**config.mk**
```make
export PLATFORM = sky130hd
export DESIGN_NAME = vga_text_writer
export DESIGN_NICKNAME = d
export VERILOG_FILES = /design/src/rtl/vga_text_pkg.sv /design/src/rtl/text_cursor.sv /design/src/rtl/vga_text_writer.sv
export SDC_FILE = /design/constraint.sdc
export NUM_CORES = 1
export LEC_CHECK = 0
export ABC_AREA = 0
export ABC_CLOCK_PERIOD_IN_PS = 3150
export CAP_MARGIN = 15
export CORE_MARGIN = 2
export CORE_UTILIZATION = 35
export CTS_BUF_LIST = sky130_fd_sc_hd__clkbuf_8
export CTS_CLUSTER_SIZE = 12
export DETAILED_ROUTE_END_ITERATION = 12
export GPL_ROUTABILITY_DRIVEN = 0
export PLACE_DENSITY_LB_ADDON = 0.15
export SLEW_MARGIN = 10
export SYNTH_ARGS = -nofsm -noshare
export SYNTH_HDL_FRONTEND = slang
export SYNTH_SLANG_ARGS = --single-unit
```
**constraint.sdc**
```tcl
create_clock -name clk -period 3.15 [get_ports clk]
set_input_delay 0.315 -clock clk [delete_from_list [all_inputs] [get_ports clk]]
set_output_delay 0.315 -clock clk [all_outputs]
set_load 0.1 [all_outputs]
```
**src/rtl/vga_text_pkg.sv**
```systemverilog
// Shared geometry, control codes and FSM states for the VGA text writer.
package vga_text_pkg;

  localparam int TEXT_COLS = 64;
  localparam int TEXT_ROWS = 32;
  localparam int CELLS     = TEXT_COLS * TEXT_ROWS;
  localparam int ADDR_W    = $clog2(CELLS);
  localparam int COL_W     = $clog2(TEXT_COLS);
  localparam int ROW_W     = $clog2(TEXT_ROWS);

  localparam logic [7:0] BLANK = 8'h20;
  localparam logic [7:0] CH_LF = 8'h0A;
  localparam logic [7:0] CH_CR = 8'h0D;
  localparam logic [7:0] CH_BS = 8'h08;
  localparam logic [7:0] CH_FF = 8'h0C;

  typedef enum logic [1:0] {
    S_CLEAR,
    S_IDLE,
    S_CLR_LINE,
    S_SCROLL
  } state_t;

  // Power-of-two geometry makes the linear cell address a plain concatenation.
  function automatic logic [ADDR_W-1:0] cell_addr(input logic [ROW_W-1:0] row,
                                                  input logic [COL_W-1:0] col);
    return {row, col};
  endfunction

endpackage

```
**src/rtl/text_cursor.sv**
```systemverilog
// Cursor column/row tracker for the text writer; flags an advance off the bottom row.
// Build option VGA_TEXT_SCROLL_EN: the row stays on the bottom line instead of wrapping to 0.
module text_cursor
  import vga_text_pkg::*;
(
  input  logic             clk,
  input  logic             reset_n,
  input  logic             home,
  input  logic             inc,
  input  logic             dec,
  input  logic             cr,
  input  logic             lf,
  output logic [COL_W-1:0] col,
  output logic [ROW_W-1:0] row,
  output logic             bottom_wrap
);

  logic at_last_col;
  logic advance;

  assign at_last_col = (col == COL_W'(TEXT_COLS - 1));
  assign advance     = lf | (inc & at_last_col);
  assign bottom_wrap = advance & (row == ROW_W'(TEXT_ROWS - 1));

  always_ff @(posedge clk) begin
    if (!reset_n || home) begin
      col <= '0;
      row <= '0;
    end else begin
      if (lf || cr || (inc && at_last_col)) col <= '0;
      else if (inc)                         col <= col + 1'b1;
      else if (dec && col != '0)            col <= col - 1'b1;

      if (advance) begin
`ifdef VGA_TEXT_SCROLL_EN
        if (!bottom_wrap) row <= row + 1'b1;
`else
        row <= bottom_wrap ? '0 : row + 1'b1;
`endif
      end
    end
  end

endmodule

```
**src/rtl/vga_text_writer.sv**
```systemverilog
// Terminal-style character sink driving the 64x32 text RAM write port.
// Build option VGA_TEXT_SCROLL_EN: scroll the screen up at the bottom row instead of wrapping.
//
//   state      | meaning
//   S_CLEAR    | blank all 2048 cells, one per cycle (after reset or FF)
//   S_IDLE     | ch_ready high, accept and interpret one char per cycle
//   S_CLR_LINE | blank the 64 cells of clr_row
//   S_SCROLL   | copy rows 1..31 up one row via the read port
module vga_text_writer
  import vga_text_pkg::*;
(
  input  logic              clk,
  input  logic              reset_n,
  input  logic              ch_valid,
  input  logic [7:0]        ch_data,
  output logic              ch_ready,
  output logic              text_we,
  output logic [ADDR_W-1:0] text_wa,
  output logic [7:0]        text_wd,
  output logic [ADDR_W-1:0] text_ra,
  input  logic [7:0]        text_rd,
  output logic [COL_W-1:0]  cur_col,
  output logic [ROW_W-1:0]  cur_row
);

  state_t            state, state_n;
  logic [ADDR_W-1:0] cnt, cnt_n;
  logic [ROW_W-1:0]  clr_row, clr_row_n;
  logic              we_n, ready_n;
  logic [ADDR_W-1:0] wa_n, ra_n;
  logic [7:0]        wd_n;

  logic accept, is_ctrl;
  logic cur_home, cur_inc, cur_dec, cur_cr, cur_lf, bottom_wrap;

  // ch_ready is only ever high in S_IDLE, so accept implies the idle state.
  assign accept   = ch_valid & ch_ready;
  assign is_ctrl  = ch_data inside {CH_LF, CH_CR, CH_BS, CH_FF};
  assign cur_lf   = accept && (ch_data == CH_LF);
  assign cur_cr   = accept && (ch_data == CH_CR);
  assign cur_dec  = accept && (ch_data == CH_BS);
  assign cur_home = accept && (ch_data == CH_FF);
  assign cur_inc  = accept && !is_ctrl;

  text_cursor u_cursor (
    .clk         (clk),
    .reset_n     (reset_n),
    .home        (cur_home),
    .inc         (cur_inc),
    .dec         (cur_dec),
    .cr          (cur_cr),
    .lf          (cur_lf),
    .col         (cur_col),
    .row         (cur_row),
    .bottom_wrap (bottom_wrap)
  );

  always_comb begin
    state_n   = state;
    cnt_n     = cnt;
    clr_row_n = clr_row;
    we_n      = 1'b0;
    wa_n      = text_wa;
    wd_n      = BLANK;
    ra_n      = text_ra;
    ready_n   = 1'b0;
    case (state)
      S_CLEAR: begin
        we_n  = 1'b1;
        wa_n  = cnt;
        cnt_n = cnt + 1'b1;
        if (cnt == ADDR_W'(CELLS - 1)) begin
          state_n = S_IDLE;
          ready_n = 1'b1;
        end
      end
      S_IDLE: begin
        ready_n = 1'b1;
        if (cur_inc) begin
          we_n = 1'b1;
          wa_n = cell_addr(cur_row, cur_col);
          wd_n = ch_data;
        end
        if (cur_home) begin
          state_n = S_CLEAR;
          cnt_n   = '0;
          ready_n = 1'b0;
        end else if (bottom_wrap) begin
          cnt_n   = '0;
          ready_n = 1'b0;
`ifdef VGA_TEXT_SCROLL_EN
          state_n = S_SCROLL;
          ra_n    = ADDR_W'(TEXT_COLS);
`else
          state_n   = S_CLR_LINE;
          clr_row_n = '0;
`endif
        end
      end
      S_CLR_LINE: begin
        we_n  = 1'b1;
        wa_n  = cell_addr(clr_row, cnt[COL_W-1:0]);
        cnt_n = cnt + 1'b1;
        if (cnt[COL_W-1:0] == COL_W'(TEXT_COLS - 1)) begin
          state_n = S_IDLE;
          ready_n = 1'b1;
        end
      end
      S_SCROLL: begin
        // Read data lags the address by a cycle, so the write trails the read by one step.
        if (cnt != '0) begin
          we_n = 1'b1;
          wa_n = cnt - 1'b1;
          wd_n = text_rd;
        end
        if (cnt < ADDR_W'(CELLS - TEXT_COLS - 1)) ra_n = text_ra + 1'b1;
        cnt_n = cnt + 1'b1;
        if (cnt == ADDR_W'(CELLS - TEXT_COLS)) begin
          state_n   = S_CLR_LINE;
          clr_row_n = ROW_W'(TEXT_ROWS - 1);
          cnt_n     = '0;
        end
      end
      default: state_n = S_CLEAR;
    endcase
  end

  always_ff @(posedge clk) begin
    if (!reset_n) begin
      state    <= S_CLEAR;
      cnt      <= '0;
      clr_row  <= '0;
      text_we  <= 1'b0;
      text_wa  <= '0;
      text_wd  <= BLANK;
      text_ra  <= '0;
      ch_ready <= 1'b0;
    end else begin
      state    <= state_n;
      cnt      <= cnt_n;
      clr_row  <= clr_row_n;
      text_we  <= we_n;
      text_wa  <= wa_n;
      text_wd  <= wd_n;
      text_ra  <= ra_n;
      ch_ready <= ready_n;
    end
  end

endmodule

```
==> flow_summary.ini, run 1 <==
[outcome]
status = completed

[clock_network]
cts_resized = 0
clk_latency_ps = 350
htreeDepth = 3
path_clk_slew_ps = 60
cts_hold_buf = 0
cts_tree = yes
cts_inserted_buffers = 9
cts_root_buf = clkbuf_8
clk_path_buf_depth = 2
post_cts_buffers = 0
clock-sinks = 57

[worst_setup_path]
crit_path_start_kind = primary input
rrSetupSlack_ps = 660
worst-path-buf-inv = 2
cpMaxStageDelayCell = clkdlybuf4s50_1
crit_required_ps = 3390
reg2regPathDepth = 8
critical_path_class = primary input to flop
crit_fanout = 6
r2r-start = u_cursor.row[1]$_SDFFE_PP0P_
crit_start = ch_data[5]
cp-end-kind = flop
slowest_delay_ps = 490
crit_path_end = u_cursor.col[5]$_SDFFE_PP0P_
path_depth = 10
r2r-end = cnt[10]$_SDFFE_PN0N_
arrival_ps = 2990
worstPathCellList = clkdlybuf4s50_1 -> nor4_4 -> a41oi_4 -> inv_1 -> ha_1 -> a211oi_1 -> o21ai_0 -> a2111oi_2 -> nor3_1 -> nor4_1
critPathTopFamily = compound AO/OA/AOI/OAI gates

[logic_synthesis]
synth_area_per_cell_sq_um = 8.367
synth_seq_cells = 57
synth_cell_types = 73
syn_inst = 400
seq_area_frac_synth_pct = 34.09
synthArstFlopShare_pct = 0
synthesis.nets = 429
ys_warn_count = 0
syn_area_sq_um = 3347
synthFlopType = dfxtp_1
synth_edf_count = 0

[placement]
dp_hpwl_microns = 6662
io_buffers = 61
dp_cells = 571
place_area_sq_um = 4035

[detailed_routing]
drc_errors = 0
ant_nets = 0
vias = 3122
vias_per_cell = 5.319
wl_microns = 8973
wl_per_cell_microns = 15.29
first_pass_iters = 4
drt_iter0_drc = 177

[pwr]
power.density_nw_per_um2 = 386.0
p_int_uw = 1261
power.leakage_uw = 0.001565
seqPwrFrac_pct = 44.7
p_sw_uw = 382.7
power_frac_clock_pct = 47.2
sw_frac_of_total_pct = 23.28
combPwrFrac_pct = 8.1
ir_drop_mv = 0.2326

[global_routing]
grtUsageMet3_pct = 3.865
grt_busiest_layer = met1
grt_pass1_vias = 2904
grt_usage_pct = 18.22
grt_overflow = 0
antenna_found_initial = 0
use_met1_pct = 26.45
grt_max_degree = 25
globalRouteMet2Util_pct = 26.37
grt_pass1_wl_microns = 14580

[timing]
slew_viol_final = 0
rsz0062_at_grt = no
fin_crit_sh_pct = 87.32
finalHoldViolations = 0
skew_ps = 8.465
period_minus_slack_ps = 2750
clock.fmax_mhz = 363.6
finalSetupViolCount = 0
tns_ps = 0
max_slew_margin_pct = 32.29
worstMarginPinSlew_ps = 1012
hold_ws_ps = 470.4

[layout]
layout-drive-gt1-share_pct = 10.26
antenna_cells = 0
nets = 482
final_cell_mix = 56 x dfxtp_1, 53 x clkdlybuf4s50_1, 39 x nor2_1
design_area_sq_um = 4258
layout_commonest_cell = dfxtp_1
synthToLayoutAreaGrowth_pct = 27.21
instances_no_fill = 587

[floorplan]
die_x_microns = 101.8
io_pins = 62
dieArea_sq_um = 10360
initial_core_util_pct = 36.22
dieHeight_microns = 101.8
core_sq_um = 9240
rows = 35

[flow_run]
drv_cap = 0

[hold_path]
worstHoldPathType = flop to flop
[layer usage]
layer / wire (microns) / share of wire (%)
met5: 0 / 0
met4: 132 / 1.5
met3: 339 / 3.8
met2: 3922 / 44
met1: 4578 / 51
[cell families (layout without fill, tap and decap cells)]
family                     Yosys count  after routing  share of synthesized area (%)
buffers and inverters               41             99                          5.308
muxes                               15             15                          4.897
and+or+nand+nor                    161            161                          25.35
DFF                                 57             57                          34.09
xor gates and xnor gates            14             14                          3.663
adders and majority gates           10             10                          3.963
AOI/OAI and AO/OA                  102            102                          22.73
[per-stage QoR]
stage | util (%) | setup WS, ps | total power [uW]
after global placement | 43.67 | 194.9 | 883.1
final | 46.08 | 399.6 | 1644
after detailed placement | 43.67 | 55.66 | 883.3
after floorplan | - | 312.6 | 830.3
after CTS | 46.08 | 417.0 | 1663
after global routing | 46.08 | 259.3 | 1708
[worst min-delay path, stage by stage (launching register included)]
cell	delay [ps]
dfxtp_1	310
nand2_1	50
o22ai_1	60
[flip-flops by register name, summed over array words and instances (netlist names)]
signal,count
clr_row,1
u_cursor.row,5
state,2
text_ra,11
text_wa,11
ch_ready,1
text_wd,8
cnt,11
u_cursor.col,6
text_we,1
[power groups by stage]
stage	logic (uW)	clock network [uW]	registers (uW)
2_1_floorplan	63.5	0	767
3_3_place_gp	132	0	751
3_5_place_dp	132	0	751
4_1_cts	133	796	735
5_1_grt	144	828	735
6_report	133	776	735
[cell type report]
type	instances	area, sq um
inverter	14	52.55
sequential	57	1142
clock inverter	5	71.32
tap	129	161.4
multi-input combinational	302	2028
clock buffer	11	151.4
timing repair buffer	69	650.6
fill	920	4982
[cell usage after synthesis, types with 2 or more instances]
cell,count,area (sq um)
clkbuf_1,16,60.06
and4_1,2,17.52
nor2_1,39,146.4
a211o_1,4,35.03
xor2_1,4,35.03
buf_6,2,22.52
o2bb2ai_1,3,26.28
nand3_1,11,55.05
ha_1,9,112.6
and2_1,4,25.02
buf_1,2,7.510
o21ai_0,17,85.08
a21o_1,6,45.04
nor2b_1,4,25.02
a21oi_1,15,75.07
a22oi_1,7,52.55
nand2_1,33,123.9
o211ai_1,4,30.03
a311o_1,2,20.02
nor3_1,14,70.07
nor3b_1,3,22.52
nand4_1,8,50.05
xnor2_1,10,87.58
inv_1,14,52.55
and3_1,8,50.05
a211oi_1,9,67.56
mux2i_1,13,130.1
nand2b_1,3,18.77
o21a_1,4,30.03
o22ai_1,9,56.30
dfxtp_1,57,1141
nor4_1,6,37.54
buf_2,7,35.03
or4_1,3,22.52
or3_1,9,56.30
o31ai_1,2,15.01
[worst min path at each step]
stage / startpoint / end / slack [ps] / depth (start not counted)
after floorplan: ch_data[0] / text_wd[0]$_SDFF_PN0_ / 460 / 2
after global placement: text_wa[8]$_SDFFE_PN0P_ / text_wa[8]$_SDFFE_PN0P_ / 460 / 2
after detailed placement: text_wa[8]$_SDFFE_PN0P_ / text_wa[8]$_SDFFE_PN0P_ / 460 / 2
after CTS: text_wa[8]$_SDFFE_PN0P_ / text_wa[8]$_SDFFE_PN0P_ / 480 / 2
after global routing: text_wa[9]$_SDFFE_PN0P_ / text_wa[9]$_SDFFE_PN0P_ / 500 / 2
final: text_wa[9]$_SDFFE_PN0P_ / text_wa[9]$_SDFFE_PN0P_ / 470 / 2
No activity file was read; power rests on OpenSTA's default activity.
==> inputs of run 2 (changes only) <==
- ABC_AREA: 0 -> 1
- ABC_CLOCK_PERIOD_IN_PS: 3150 -> 2550
- clock period: 3.15 -> 2.55 ns (I/O delays scaled with it)
==> flow_summary.ini, run 2 <==
[logic_synthesis]
synth_seq_cells = 57
synthSimpleGateAreaFrac_pct = 32.23
synth_edf_count = 0
synth.top_cell.area_share_pct = 34.38
synth_area_leader_cell = dfxtp_1
synthMuxAreaShare_pct = 0
synthTopCellsByCount = 82 x nand2_1, 57 x dfxtp_1, 51 x nor2_1
synthTopCellsByArea = dfxtp_1 34%, nand2_1 9.3%, a21oi_1 6.8%
ys_warn_count = 0
syn_area_sq_um = 3319
syn_inst = 465
synthAdderAreaFrac_pct = 3.995
synthesis.nets = 494
synthArstFlopShare_pct = 0
synth_xor_area_share_pct = 2.111
synth_top_family_by_area = simple AND/OR/NAND/NOR gates
synth.most_common_cell = nand2_1
synth_cell_types = 44
seq_area_frac_synth_pct = 34.38
synthFlopType = dfxtp_1
synth_compound_area_share_pct = 18.62
synth_area_per_cell_sq_um = 7.139

[timing]
max_slew_margin_pct = 68.43
rsz0062_at_grt = no
finalHoldViolations = 0
finalSetupViolCount = 0
tns_ps = 0
hold_ws_ps = 470.4
fin_crit_sh_pct = 86.13
skew_ps = 12.10
clock.fmax_mhz = 455.3
period_minus_slack_ps = 2196
worstMarginPinSlew_ps = 471.9
slew_viol_final = 0

[worst_setup_path]
r2r-end = text_wa[1]$_SDFFE_PN0P_
slowest_delay_ps = 480
crit_required_ps = 2790
rrSetupSlack_ps = 520
reg2regPathDepth = 12
arrival_ps = 2440
r2r-start = cnt[0]$_SDFFE_PN0N_
cp_common_cell = nand2_1
path_depth = 17
crit_fanout = 4
cpMaxStageDelayCell = clkdlybuf4s50_1
worst-path-buf-inv = 1
critical_path_class = primary input to flop
crit_start = ch_data[4]
worstPathCellList = clkdlybuf4s50_1 -> nor2_1 -> nand2_1 -> nor2_1 -> nor3_2 -> nand2_2 -> ha_1 -> a21oi_1 -> nand2_1 -> nand2_1 -> nand2_1 -> nand2_1 -> nand2_1 -> o21ai_0 -> o21ai_0 -> nor2_1 -> nor2_1
critPathTopFamily = simple AND/OR/NAND/NOR gates
cp-end-kind = flop
crit_path_start_kind = primary input

[global_routing]
grt_max_degree = 23
grt_usage_pct = 18.59
antenna_found_initial = 0
grt_overflow = 0
grt_pass1_vias = 3044
grt_pass1_wl_microns = 14930

[layout]
synthToLayoutAreaGrowth_pct = 26.23
fillCellCount = 946
layout-drive-gt1-share_pct = 20.86
layout_commonest_cell = nand2_1
final_cell_mix = 82 x nand2_1, 56 x dfxtp_1, 51 x nor2_1
seqCellArea_sq_um = 1142
nets = 561
instances_no_fill = 666
multi_input_area_sq_um = 1891
antenna_cells = 0
top_regs = cnt (11), text_ra (11), text_wa (11)

[clock_network]
cts_inserted_buffers = 9
cts_tree = yes
htreeDepth = 3
cts_root_buf = clkbuf_8
clk_path_buf_depth = 2
cts_hold_buf = 0
path_clk_slew_ps = 70
cts_resized = 0
clock-sinks = 57
post_cts_buffers = 0
clk_latency_ps = 350

[pwr]
ir_drop_mv = 0.4113
power.leakage_uw = 0.001726
total_power_uw = 3356
power.density_nw_per_um2 = 800.9

[hold_path]
whs_path_depth = 2
hold_path_startpoint = text_wa[9]$_SDFFE_PN0P_
hold_end = text_wa[9]$_SDFFE_PN0P_
worstHoldPathType = flop to flop

[detailed_routing]
drt_iter0_drc = 199
wl_microns = 9182
wl_per_cell_microns = 13.79
first_pass_iters = 5
vias_per_cell = 4.946
vias = 3294
ant_nets = 0
drc_errors = 0

[floorplan]
die_x_microns = 101.4
io_pins = 62
dieHeight_microns = 101.4
dieArea_sq_um = 10280
core_sq_um = 9240
initial_core_util_pct = 35.92
rows = 35

[outcome]
status = completed

[placement]
dp_hpwl_microns = 6910
dp_cells = 650
io_buffers = 61

[flow_run]
drv_cap = 0
==> run 2: worst max-delay path by stage <==
| stage | endpoint | slack (ps) |
|---|---|---|
| 6_report | u_cursor.col[5]$_SDFFE_PP0P_ | 350 |
| 5_1_grt | u_cursor.col[5]$_SDFFE_PP0P_ | 130 |
| 4_1_cts | u_cursor.col[5]$_SDFFE_PP0P_ | 370 |
| 3_5_place_dp | u_cursor.col[5]$_SDFFE_PP0P_ | 7 |
| 3_3_place_gp | u_cursor.col[5]$_SDFFE_PP0P_ | 70 |
| 2_1_floorplan | u_cursor.col[5]$_SDFFE_PP0P_ | 180 |
==> run 2: area by class of cell <==
class,instances,share of cell area [%]
clock buffer,12,3.941
clock inverter,4,1.762
inverter,52,4.807
multi-input combinational,344,45.12
sequential,57,27.26
tap,129,3.852
timing repair buffer,68,13.26
==> run 2: routing by layer <==
layer,up-vias,track usage (%),wire length (microns)
met3,12,4.072,427
li1,1702,-,-
met4,0,5.925,120
met1,1501,25.37,4502
met5,-,0,0
met2,79,29.29,4132
==> run 2: report_power, final <==
part,total [uW],internal [uW],switching (uW)
clock,1010,630,381
combinational,1280,347,935
sequential,1060,971,92.0
total,3360,1950,1410
==> run 2: metrics by stage <==
step                area (sq um)  util (%)  worst slack (ps)
detailed placement          3951     42.76             6.665
global placement            3951     42.76             72.97
floorplan                   3321         -             184.3
global route                4190     45.35             130.4
CTS                         4190     45.35             369.4
finish                      4190     45.35             353.8
==> run 2: cell families after synthesis <==
family	Yosys count
XOR/XNOR	8
adder cells (fa/ha/maj)	10
buffers and inverters	64
AND/OR/NAND/NOR	217
flip-flops	57
AO/OA/AOI/OAI	109
==> run 2: worst min-delay path, delay by kind of cell (launching register included) <==
| kind | cells | cell delay (ps) |
|---|---|---|
| compound gates | 1 | 50 |
| flops | 1 | 320 |
| simple gates | 1 | 60 |
==> inputs of run 3 (changes only) <==
- CTS_BUF_LIST: sky130_fd_sc_hd__clkbuf_8 -> sky130_fd_sc_hd__clkbuf_16
- GPL_ROUTABILITY_DRIVEN: 0 -> unset
- GPL_TIMING_DRIVEN: unset -> 0
==> flow_summary.ini, run 3 (synthesized netlist as in run 2, its figures left out) <==
[worst_setup_path]
cp_common_cell = nand2_1
worstPathCellList = clkdlybuf4s50_1 -> inv_1 -> nor2_2 -> nand2_1 -> nor2_2 -> nor3_2 -> nand2_2 -> ha_1 -> a21oi_1 -> nand2_1 -> nand2_1 -> nand2_1 -> nand2_1 -> nand2_1 -> o21ai_0 -> o21ai_0 -> nand2_1 -> nand2_1 -> nor2_1
crit_fanout = 5
worst-path-buf-inv = 2
slowest_delay_ps = 500
crit_path_start_kind = primary input
critical_path_class = primary input to flop
cp-end-kind = flop
crit_required_ps = 2820
cpMaxStageDelayCell = clkdlybuf4s50_1
arrival_ps = 2530
critPathTopFamily = simple AND/OR/NAND/NOR gates

[timing]
rsz0062_at_grt = no
worstMarginPinSlew_ps = 1000
skew_ps = 5.887
finalSetupViolCount = 0
max_slew_margin_pct = 33.11
slew_viol_final = 0
finalHoldViolations = 0
period_minus_slack_ps = 2256
clock.fmax_mhz = 443.2
fin_crit_sh_pct = 88.47

[clock_network]
clk_path_buf_depth = 2
htreeDepth = 3
cts_hold_buf = 0
path_clk_slew_ps = 60
clk_latency_ps = 330
cts_tree = yes
clock-sinks = 57
cts_root_buf = clkbuf_16
cts_inserted_buffers = 9

[layout]
layout_commonest_cell = nand2_1
layout-drive-gt1-share_pct = 13.60
final_cell_mix = 82 x nand2_1, 61 x clkdlybuf4s50_1, 56 x dfxtp_1
nets = 568
final_util_pct = 48.04
antenna_cells = 0
synthToLayoutAreaGrowth_pct = 33.74
top_regs = cnt (11), text_ra (11), text_wa (11)
design_area_sq_um = 4439

[detailed_routing]
wl_microns = 9475
vias = 3389
wl_per_cell_microns = 14.08
vias_per_cell = 5.036
drc_errors = 0
first_pass_iters = 5
ant_nets = 0
drt_iter0_drc = 176

[pwr]
ir_drop_mv = 0.4468
p_sw_uw = 1500
seqPwrFrac_pct = 27.8
power.density_nw_per_um2 = 839.2
power.leakage_uw = 0.001703
power_frac_clock_pct = 35.4
sw_frac_of_total_pct = 40.26
combPwrFrac_pct = 36.9
p_int_uw = 2226

[outcome]
status = completed

[floorplan]
io_pins = 62
initial_core_util_pct = 35.92
dieHeight_microns = 101.4
rows = 35
dieArea_sq_um = 10280
die_x_microns = 101.4
core_sq_um = 9240

[placement]
place_congestion = 0.8696
io_buffers = 61
place_area_sq_um = 4093
dp_hpwl_microns = 7176

[global_routing]
grt_pass1_wl_microns = 15610
grt_usage_pct = 19.36
grt_overflow = 0
grt_pass1_vias = 3132
grt_max_degree = 13
antenna_found_initial = 0

[hold_path]
worstHoldPathType = flop to flop

[flow_run]
drv_cap = 0
run 3: tightest hold or removal path, stage by stage, from the launching register on:
cell and delay [ps]:
dfxtp_1 310, nand2_1 60, a21oi_1 60
run 3: final timing paths:
| kind | start | end | slack, ps | cells past startpoint |
|---|---|---|---|---|
| worst min register to register | text_wa[9]$_SDFFE_PN0P_ | text_wa[9]$_SDFFE_PN0P_ | 480 | 2 |
| worst max register to register | ch_ready$_SDFF_PN0_ | u_cursor.col[5]$_SDFFE_PP0P_ | 530 | 15 |
| worst min-delay path | text_wa[9]$_SDFFE_PN0P_ | text_wa[9]$_SDFFE_PN0P_ | 480 | 2 |
| worst max-delay path | ch_data[3] | u_cursor.col[5]$_SDFFE_PP0P_ | 290 | 19 |
run 3: what timing repair did:
item | 4_1_cts | 5_1_grt
resized for setup | 0 | 1
buffers inserted | 0 | 2
setup endpoints to repair | 0 | 1
hold endpoints to repair | 0 | 0
run 3: final cells by class:
| class | count | area, sq um |
|---|---|---|
| plain buffers | 12 | 86.33 |
| clock buffers | 9 | 225.2 |
| clock inverters | 7 | 103.9 |
| fillers | 914 | 4801 |
| inverters | 52 | 201.4 |
| multi-input cells | 344 | 1893 |
| flip-flops and latches | 57 | 1142 |
| well taps | 129 | 161.4 |
| repair buffers | 63 | 625.6 |
run 3: power groups by stage:
stage	Combinational [uW]	Sequential [uW]	Clock, uW
2_1_floorplan	621	1460	0
3_3_place_gp	1350	1050	0
3_5_place_dp	1360	1050	0
4_1_cts	1360	1040	1330
5_1_grt	1480	1050	1380
6_report	1370	1030	1320
run 3: layer usage:
metal / track usage, % / routed length (microns) / vias up
li1: - / - / 1724
met1: 26.48 / 4544 / 1575
met2: 30.72 / 4450 / 77
met3: 3.589 / 360 / 13
met4: 6.653 / 120 / 0
met5: 0 / 0 / -
run 3: per-stage QoR:
stage / setup TNS, ps / cells / power (uW) / setup slack [ps] / hold slack (ps)
after floorplan: 0 / 465 / 2079 / 184.3 / 386.9
after global placement: -84.71 / 655 / 2398 / -84.71 / 467.3
after detailed placement: -150.9 / 655 / 2410 / -150.9 / 474.6
after CTS: 0 / 671 / 3733 / 190.7 / 483.4
after global routing: 0 / 673 / 3907 / 4.052 / 493.2
final: 0 / 673 / 3726 / 293.9 / 475.5
==> variant: new RTL, settings of run 3 <==
Encoding of `state_t`: now Gray code (2 bits for 4 states).
--- a/src/rtl/vga_text_pkg.sv
+++ b/src/rtl/vga_text_pkg.sv
@@ -15,10 +15,10 @@
   localparam logic [7:0] CH_FF = 8'h0C;
 
   typedef enum logic [1:0] {
-    S_CLEAR,
-    S_IDLE,
-    S_CLR_LINE,
-    S_SCROLL
+    S_CLEAR    = 2'b00,
+    S_IDLE     = 2'b01,
+    S_CLR_LINE = 2'b11,
+    S_SCROLL   = 2'b10
   } state_t;
 
   // Power-of-two geometry makes the linear cell address a plain concatenation.
Function: no difference found for any inputs over 10 cycles, from zero or initial values and one cycle with reset_n low; not proved beyond that.
==> variant against run 3 <==
Sequential share of layout area fell by 0.86 points; routed wire length grew 7.4%; final area is 3.5% higher; clock skew up 0.0015 ns; sequential cell count unchanged; synthesized area up 4.3%; synthesized cell count is 2.2% higher; worst setup slack got worse by 0.14 ns; highest routed layer unchanged.
Power is not compared: it rests on default switching activity, and its combinational part moved more than twofold at a synthesized area within 25%.
==> variant: results (changes against run 3) <==
| Metric | Value |
|---|---|
| Status | `finished, final reports clean` |
| Hold path depth | `3 (+1)` |
| Multi-input logic area | `2030 um^2 (+7.1%)` |
| Gpl congestion | `0.955 (+9.8%)` |
| Largest net degree at the start of global routing | `12 (-1)` |
| Setup WS pre-CTS | `-0.198 ns (-0.0471 ns)` |
| Vias in the first global route | `3214 (+2.6%)` |
| Worst Hold Launch | `ch_data[1]` |
| Net Count, Synth | `508 (+2.8%)` |
| Wire length on met2 | `4460 um (+0.29%)` |
| Global-route track usage on met3 | `0.0356 (-0.000269)` |
| Fillers | `987 (+8.0%)` |
| Synth Area in Compound Gates | `0.202 (+0.0155)` |
| Final period util | `0.941 (+0.0562)` |
| Yosys cell types | `48 (+9.1%)` |
| GR Layer Usage met2 | `0.304 (-0.00346)` |
| Post-Synth Adder-Cell Area | `0.0528 (+0.0128)` |
| Layout cells sized above 1 | `0.146 (+0.00965)` |
| CP arrival | `2.62 ns (+0.09 ns)` |
| Top delay family on crit path | `simple AND/OR/NAND/NOR gates` |
| GRT Util Overall | `0.198 (+0.00387)` |
| GR Util met1 | `0.277 (+0.0117)` |
| Pre-antenna DRT Iters | `4 (-1)` |
| Worst Hold Class | `in -> reg` |
| Top cells by area, synth | `dfxtp_1 33%, a21oi_1 7.2%, nand2_1 7.2%, nand3_1 5.5%, o21ai_0 5.2%` |
| Placed insts | `669 (+2.1%)` |
| Clock buf/inv share | `0.0697 (-0.00439)` |
| Detailed Place HPWL | `7580 um (+5.6%)` |
| Xor/xnor cell area share of the yosys netlist | `0.0126 (-0.00846)` |
| Multi-input gate count | `351 (+2.0%)` |
| Metal-1 WL | `4940 um (+8.7%)` |
| Synth Instances | `475 (+2.2%)` |
| First-pass GRT wire length | `16200 um (+3.8%)` |
| Worst Skew | `0.00744 ns (+0.00155 ns)` |
| Synth cell count leaders | `66 x nand2_1, 57 x dfxtp_1, 50 x a21oi_1` |
| Routed WL | `10200 um (+7.4%)` |
| Non-clock buffer share | `0.159 (-0.00129)` |
| Reg2Reg Setup Slack | `0.39 ns (-0.14 ns)` |
| Placed cell area | `4240 um^2 (+3.6%)` |
| Core box area | `9680 um^2 (+4.8%)` |
| Worst Hold End | `text_wd[1]` |
| Fin Hold WS | `0.295 ns (-0.180 ns)` |
| Met3 WL | `599 um (+66%)` |
| Final net count | `584 (+2.8%)` |
| Initial DRC Count | `226 (+28%)` |
| Max Fanout on Critical Path | `9 (+4)` |
| Worst-Margin Slew | `0.989 ns (-0.0110 ns)` |
| Total number of vias | `3485 (+2.8%)` |
| H-tree Lvls | `3 (unchanged)` |
| Seq_cells | `57 (unchanged)` |
| Ant diodes | `0 (unchanged)` |
| Non-filler cells, final | `689 (+2.4%)` |
| Non-clock buffer count | `78 (+4.0%)` |
| Sequential cell area share | `0.249 (-0.00862)` |
==> variant: cell count changes in the layout (fill, tap and decap cells not counted), moves of 3 or more <==
| cell | change |
|---|---|
| a21oi_1 | +5 |
| a22oi_1 | +3 |
| ha_1 | +4 |
| inv_1 | +7 |
| inv_2 | -4 |
| nand2_1 | -16 |
| nand2_4 | +4 |
| nor2_1 | -5 |
| nor2_4 | -5 |
| nor3_1 | +5 |
| nor3_2 | +4 |
| o21ai_1 | +6 |
| o21ai_2 | -4 |
| or2_2 | +4 |
==> variant: report_power, final <==
| group | total [mW] | switching [mW] | internal [mW] | leakage (nW) |
|---|---|---|---|---|
| logic | 0.155 | 0.0971 | 0.0578 | 1.13 |
| clock network | 1.31 | 0.456 | 0.854 | 0.155 |
| registers | 0.906 | 0.00825 | 0.898 | 0.461 |
| total | 2.37 | 0.562 | 1.81 | 1.75 |
